**src/rtl/nivel_comida_ctrl.sv**
```systemverilog
// Food/health level controller for the virtual pet: debounced feed/medicine buttons,
// round-robin arbitration, timed actions with cooldown, and periodic hunger decay.
module nivel_comida_ctrl #(
   parameter int unsigned TICKS_HAMBRE   = 50_000_000,
   parameter int unsigned TICKS_COMER    = 25_000_000,
   parameter int unsigned TICKS_MEDICINA = 25_000_000,
   parameter int unsigned TICKS_BLOQUEO  = 50_000_000,
   parameter int unsigned DEBOUNCE       = 500_000
) (
   input  logic       clk,
   input  logic       reset,
   input  logic       Boton_Comida,
   input  logic       Boton_Medicina,
   input  logic       Activo_Comida,
   input  logic       Activo_Medicina,
   output logic [1:0] Nivel_Comida,
   output logic [1:0] Nivel_Salud,
   output logic       Comiendo,
   output logic       Medicando,
   output logic [1:0] Estado_Ctrl
);

   localparam int unsigned ACT_MAX1 = (TICKS_COMER > TICKS_MEDICINA) ? TICKS_COMER : TICKS_MEDICINA;
   localparam int unsigned ACT_MAX  = (ACT_MAX1 > TICKS_BLOQUEO) ? ACT_MAX1 : TICKS_BLOQUEO;
   localparam int ACT_W = $clog2(ACT_MAX + 1);
   localparam int HAM_W = $clog2(TICKS_HAMBRE + 1);
   localparam int DEB_W = $clog2(DEBOUNCE + 1);

   typedef enum logic [1:0] {
      IDLE      = 2'b00,
      COMIENDO  = 2'b01,
      MEDICANDO = 2'b10,
      BLOQUEO   = 2'b11
   } state_t;

   state_t             state_q, state_d;
   logic [1:0]         syncC_q, syncC_d, syncM_q, syncM_d;
   logic [DEB_W-1:0]   debC_q, debC_d, debM_q, debM_d;
   logic [ACT_W-1:0]   actCnt_q, actCnt_d;
   logic [HAM_W-1:0]   decay_q, decay_d;
   logic [1:0]         food_q, food_d, health_q, health_d;
   logic               rrMed_q, rrMed_d;
   logic               comiendo_q, comiendo_d, medicando_q, medicando_d;

   logic               pulseC, pulseM, qualC, qualM, grantC, grantM;
   logic               foodInc, healthInc, decayWrap;
   logic [2:0]         healthSum;

   always_comb begin
      syncC_d = {syncC_q[0], Boton_Comida};
      syncM_d = {syncM_q[0], Boton_Medicina};

      // The counter saturates at DEBOUNCE so a long press yields exactly one pulse.
      pulseC = syncC_q[1] && (debC_q == DEB_W'(DEBOUNCE - 1));
      pulseM = syncM_q[1] && (debM_q == DEB_W'(DEBOUNCE - 1));
      if (!syncC_q[1])                       debC_d = '0;
      else if (debC_q == DEB_W'(DEBOUNCE))   debC_d = debC_q;
      else                                   debC_d = debC_q + 1'b1;
      if (!syncM_q[1])                       debM_d = '0;
      else if (debM_q == DEB_W'(DEBOUNCE))   debM_d = debM_q;
      else                                   debM_d = debM_q + 1'b1;

      qualC  = pulseC && Activo_Comida;
      qualM  = pulseM && Activo_Medicina;
      grantC = qualC && (!qualM || !rrMed_q);
      grantM = qualM && (!qualC || rrMed_q);

      state_d   = state_q;
      actCnt_d  = actCnt_q;
      rrMed_d   = rrMed_q;
      foodInc   = 1'b0;
      healthInc = 1'b0;
      unique case (state_q)
         IDLE: begin
            actCnt_d = '0;
            if (qualC && qualM) rrMed_d = ~rrMed_q;
            if (grantC)      state_d = COMIENDO;
            else if (grantM) state_d = MEDICANDO;
         end
         COMIENDO: begin
            if (actCnt_q == ACT_W'(TICKS_COMER - 1)) begin
               state_d  = BLOQUEO;
               actCnt_d = '0;
               foodInc  = 1'b1;
            end else begin
               actCnt_d = actCnt_q + 1'b1;
            end
         end
         MEDICANDO: begin
            if (actCnt_q == ACT_W'(TICKS_MEDICINA - 1)) begin
               state_d   = BLOQUEO;
               actCnt_d  = '0;
               healthInc = 1'b1;
            end else begin
               actCnt_d = actCnt_q + 1'b1;
            end
         end
         BLOQUEO: begin
            if (actCnt_q == ACT_W'(TICKS_BLOQUEO - 1)) begin
               state_d  = IDLE;
               actCnt_d = '0;
            end else begin
               actCnt_d = actCnt_q + 1'b1;
            end
         end
         default: state_d = IDLE;
      endcase

      // Hunger decay is frozen while eating and restarts from zero afterwards.
      decayWrap = (state_q != COMIENDO) && (decay_q == HAM_W'(TICKS_HAMBRE - 1));
      if (state_q == COMIENDO || decayWrap) decay_d = '0;
      else                                  decay_d = decay_q + 1'b1;

      food_d = food_q;
      if (foodInc && food_q != 2'd3)                   food_d = food_q + 1'b1;
      else if (decayWrap && food_q != 2'd0)            food_d = food_q - 1'b1;

      // Medicine and starvation in one cycle: add first, subtract, then clamp.
      healthSum = {1'b0, health_q} + {2'b00, healthInc};
      if (decayWrap && food_q == 2'd0 && healthSum != 3'd0) healthSum = healthSum - 1'b1;
      health_d = (healthSum > 3'd3) ? 2'd3 : healthSum[1:0];

      comiendo_d  = (state_d == COMIENDO);
      medicando_d = (state_d == MEDICANDO);
   end

   always_ff @(posedge clk or negedge reset) begin
      if (!reset) begin
         state_q     <= IDLE;
         syncC_q     <= '0;
         syncM_q     <= '0;
         debC_q      <= '0;
         debM_q      <= '0;
         actCnt_q    <= '0;
         decay_q     <= '0;
         food_q      <= 2'd3;
         health_q    <= 2'd3;
         rrMed_q     <= 1'b0;
         comiendo_q  <= 1'b0;
         medicando_q <= 1'b0;
      end else begin
         state_q     <= state_d;
         syncC_q     <= syncC_d;
         syncM_q     <= syncM_d;
         debC_q      <= debC_d;
         debM_q      <= debM_d;
         actCnt_q    <= actCnt_d;
         decay_q     <= decay_d;
         food_q      <= food_d;
         health_q    <= health_d;
         rrMed_q     <= rrMed_d;
         comiendo_q  <= comiendo_d;
         medicando_q <= medicando_d;
      end
   end

   assign Nivel_Comida = food_q;
   assign Nivel_Salud  = health_q;
   assign Comiendo     = comiendo_q;
   assign Medicando    = medicando_q;
   assign Estado_Ctrl  = state_q;

endmodule

```
**config.mk**
```make
export PLATFORM = sky130hd
export DESIGN_NAME = nivel_comida_ctrl
export DESIGN_NICKNAME = d
export VERILOG_FILES = /design/src/rtl/nivel_comida_ctrl.sv
export SDC_FILE = /design/constraint.sdc
export NUM_CORES = 1
export LEC_CHECK = 0
export BUFFER_PORTS_ARGS = -buffer_cell sky130_fd_sc_hd__clkbuf_2
export CAP_MARGIN = 25
export CORE_ASPECT_RATIO = 0.7
export CORE_UTILIZATION = 40
export DETAILED_ROUTE_END_ITERATION = 8
export GPL_TIMING_DRIVEN = 0
export HOLD_SLACK_MARGIN = 0.06
export SLEW_MARGIN = 10
export SYNTH_ARGS = -nofsm -noshare
export SYNTH_HDL_FRONTEND = slang
export SYNTH_SLANG_ARGS = --single-unit
```
**constraint.sdc**
```tcl
create_clock -name clk -period 3.05 [get_ports clk]
set_clock_uncertainty 0.2 [all_clocks]
set_input_delay 0.4575 -clock clk [delete_from_list [all_inputs] [get_ports clk]]
set_output_delay 0.4575 -clock clk [all_outputs]
set_load 0.02 [all_outputs]
```
# Word-level counts from Yosys, hierarchy flattened
# Index checks and enable logic that the tools add are counted.
# totals
elab_cells	83
register_bits	103
out_inout_bits	8
in_bits	6
# classes
magnitude_cmp	1
n_reduce_logical	25
n_eq_ne	16
bitwise_logic	1
addsub	8
n_mux	20
# op_table
op	n
$mux W26	3
$pmux W26 S3	1
$eq A19 B19 Y1 const B	4
$mux W19	4
$add A26 B1 Y26 const B	2
$eq A26 B26 Y1 const B	2
$add A19 B1 Y19 const B	2
$eq A26 B25 Y1 const B	1
$mux W2	7
$logic_and A1 B1 Y1	12
$eq A2 B2 Y1 const B	3
$ne A2 B2 Y1 const B	3
$pmux W2 S3	1
$eq A2 B1 Y1 const B	2
$logic_not A2 Y1	2
$reduce_bool A2 Y1	2
$add A2 B1 Y3	1
$gt A3 B2 Y1 const B	1
$logic_not A1 Y1	3
$logic_or A1 B1 Y1	3
$mux W1	3
$mux W3	1
$reduce_bool A3 Y1	1
$sub A3 B1 Y3 const B	1
other kinds (6)	6

# Logic depth before layout (Yosys ltp)
# logic_depth
ltp_word	10
ltp_mapped	12
depth_no_buf	12

# Worst setup path before layout
# No wires, ideal clock.
# synth_path
kind	register to register
start	register actCnt_q[0]
end	register health_q[1] (netlist: Nivel_Salud[1])
required_ns	2.768
setup_ns	0.082
n_path_buf	0
synth_period_minus_slack_ns	2.505
t_arrival_ns	2.223
path_stages_with_launch	13
setup_slack_ns	0.545
cell_sequence	dfrtp_1 ha_1 and4_1 nand2_1 nor4_1 ha_1 ha_1 inv_1 ha_1 ha_1 nor2_1 and4_1 nor2_1
# synth_between
elab_chain_len	9
elab_cells_between_ends	10
classes_between	add/sub: 2; order compare: 1; eq/ne: 1; mux: 4; reduce/logical: 2
# synth_lines
item	line_no	source
start: declaration	39	logic [ACT_W-1:0] actCnt_q, actCnt_d;
start signal: assignment	147	actCnt_q <= actCnt_d;
$eq A26 B25 Y1 *	90	if (actCnt_q == ACT_W'(TICKS_MEDICINA - 1)) begin
$mux W1 *	90	
$mux W1 *	73	unique case (state_q)
$add A2 B1 Y3 *	119	healthSum = {1'b0, health_q} + {2'b00, healthInc};
branches (longest 2 deep; another with $sub A3 B1 Y3)	--	
$mux W3 *	120	if (decayWrap && food_q == 2'd0 && healthSum != 3'd0) healthSum = healthSum - 1'b1;
$gt A3 B2 Y1	121	health_d = (healthSum > 3'd3) ? 2'd3 : healthSum[1:0];
$mux W2 *	121	
net health_d[1]	41	logic [1:0] food_q, food_d, health_q, health_d;
end signal: assignment	150	health_q <= health_d;
end: declaration	41	
# Mark *: on every way through the listed nets, which the timed path passes.
# A chain may end at the register's enable or synchronous reset.

# Worst setup path in the final report
# layout_path
start	register actCnt_q[0]
end	register health_q[0] (netlist: Nivel_Salud[0])
# Same word-level chain as after synthesis.

==> reports/metrics.cfg <==
[layout]
post-route-util_pct=46.2
fin_area_um2=6130
fin_cells=776
final_nets=607
n_antenna_cell=0
fillers=1277
synthToLayoutAreaGrowth_pct=12.0
drive_gt1_share_pct=8.80

[yosys]
synth-seq-area-share_pct=47.2
ys_types=55
yosys-top-cells-area=dfrtp_1, xnor2_1, nor2_1, xor2_1, ha_1
yosysMostFrequentCell=dfrtp_1
synth.net_count=579
synth_top_area_share_pct=45.3
synth_common_cells=dfrtp_1, nor2_1, xnor2_1
synth_area_um2=5470
syn_avg_cell_area_um2=9.79
yosysTopAreaCell=dfrtp_1
synth-main-ff-cell=dfrtp_1
synth_warnings=0
ys_ff_latch=103
synthArstFlopShare_pct=100
synth_enable_flop_cells=0
syn_inst=559

[sta]
max_freq_mhz=355
hold_ws_ps=153
fin_crit_sh_pct=92.2
setup_viol=0
fin_crit_ps=2810
rsz0062_at_grt=no
hold_viol=0
tightest_slew_ps=924
fin_setup_tns_ps=0
slew_headroom_pct=37.9
drv_slew=0

[route]
vias_per_cell=5.13
ant_nets=0
vias=3983
first_pass_iters=4
wl_per_cell_um=14.1
drt_iter0_drc=228
drc_errors=0
totalWireLength_mm=10.9

[clock_network]
cts_buffers=9
clock_latency_ps=350
ctsLongestPathBuffers=2
clockRootBuffer=clkbuf_16
cts_tree=done
clk_pin_slew_ps=70
cts.sinks=103
htree_levels=3

[critical_path]
start_kind=flop
r2r_setup_slack_ps=240
r2r-end=Nivel_Salud[0]
worstSetupEndpointType=flop
worstPathRequired_ps=3120
cp_data_arrival_time_ps=2880
r2r_start=actCnt_q[0]
critPathKind=reg2reg
worst-r2r-cell-count=12
crit_fanout=4
cp-startpoint=actCnt_q[0]

[flow_run]
cap_violations=0

[pwr]
switching_power_mw=0.547
powerDensity_nw_per_um2=420
power.share.clock_pct=43.7
p_int_mw=2.03
peakVddDrop_uv=290
power_frac_seq_pct=53.7
swShare_pct=21.2
p_leak_nw=2.53
comb_power_share_pct=2.6

[global_route]
grt_pass1_wl_mm=19.4
grt_pass1_vias=3884
grtUsageTotal_pct=17.1
grt_overflow=0
grt_max_degree=104
antenna_found_initial=0

[hold_path]
hold_path_class=reg2reg
hold_start=syncC_q[0]
holdPathStages=0
min_to=syncC_q[1]

[die]
die_area_um2=14200
io_pins=14
chipWidth_um=142
start_util_pct=41.2
die_h_um=99.8
core-area_um2=13300
row_count=35

[run_status]
status=finished clean

[placed_design]
dp_hpwl_mm=7.48
placed_area_um2=5800
portBuffers=13
dp.cells=758
gp_congestion=0.812

## cells in the final DEF, fill, tap and decap left out, types with 3 or more instances in the layout
master / instances
dfrtp_1: 99
nor2_1: 66
xnor2_1: 49
nand3_1: 34
inv_1: 31
nand2_1: 28
and2_1: 26
xor2_1: 23
nand4_1: 21
nor4_1: 18
nor3_1: 15
and3_1: 14
ha_1: 14
clkbuf_2: 13
clkbuf_1: 13
o21ai_0: 11
a21boi_0: 11
or3_1: 9
clkbuf_16: 9
and4_1: 5
nor4b_1: 5
a21oi_1: 5
nor2b_1: 5
dfstp_2: 4
or4b_1: 4
a211oi_1: 4
mux2i_1: 4
buf_4: 3
nand3b_1: 3
nand2b_1: 3
dlygate4sd3_1: 3
## through the flow
stage          setup WS [ps]  power (mW)
4_1_cts                 96.1        2.61
3_5_place_dp             111        1.48
5_1_grt                 1.83        2.67
3_3_place_gp            -105        1.47
2_1_floorplan            545        1.43
6_report                 237        2.57
## worst max-delay path by stage
stage	slack [ps]	endpoint	cells after the start
detailed placement	110	Nivel_Salud[0]	11
CTS	100	Nivel_Salud[0]	11
floorplan	540	Nivel_Salud[1]	12
finish	240	Nivel_Salud[0]	12
global route	2	Nivel_Salud[0]	12
global placement	-100	debC_q[8]	1
## final cells by class
class                      instances  area [µm²]  area share, %
inverter                          31         116           1.90
multi-input combinational        408        2710           44.2
tap                              185         231           3.78
buffer                            17        78.8           1.29
sequential                       103        2580           42.2
clock inverter                     4        47.5          0.776
timing repair buffer              17         131           2.14
clock buffer                      11         233           3.80
## state kept, by name (all words and copies together), names as in the netlist
register / cells
Estado_Ctrl: 2
Nivel_Comida: 2
actCnt_q: 26
Nivel_Salud: 2
Medicando: 1
syncC_q: 2
debC_q: 19
Comiendo: 1
syncM_q: 2
rrMed_q: 1
decay_q: 26
debM_q: 19
## power by group through the flow
stage          logic, mW  registers [mW]  clock network (mW)
3_3_place_gp      0.0592            1.41                   0
6_report          0.0673            1.38                1.12
2_1_floorplan     0.0231            1.41                   0
3_5_place_dp      0.0674            1.41                   0
5_1_grt           0.0780            1.38                1.21
4_1_cts           0.0713            1.38                1.16
## worst max-delay path, cell delays in order, from the launching register on
cell     delay [ps]
dfrtp_1         390
ha_1            230
and4_1          270
nand2_1         130
nor4_2          320
ha_1            210
ha_1            140
inv_1            50
ha_1            170
ha_1            170
nor2_1          170
and3_1          200
a21oi_1          70
## cell families after synthesis
group                      after synthesis  share of synthesized area, %
and+or+nand+nor                        272                          27.5
buffers and inverters                   48                          3.57
AOI/OAI and AO/OA                       46                          6.27
DFF                                    103                          47.2
muxes                                    4                         0.732
xor gates and xnor gates                72                          11.5
adders and majority gates               14                          3.20
## layer usage
metal	share of wire [%]	track usage, %	up-vias
li1	-	-	1988
met2	43	24.6	48
met5	0	0	-
met4	1.2	5.46	0
met3	3.0	3.72	14
met1	52	25.7	1933
## timing repair
action,in CTS,in global routing
buffers inserted,0,0
hold buffers,3,0
resized for setup,0,2
hold endpoints to repair,101,0
setup endpoints to repair,0,2
Note: power is estimated with default switching activity, not from simulation.
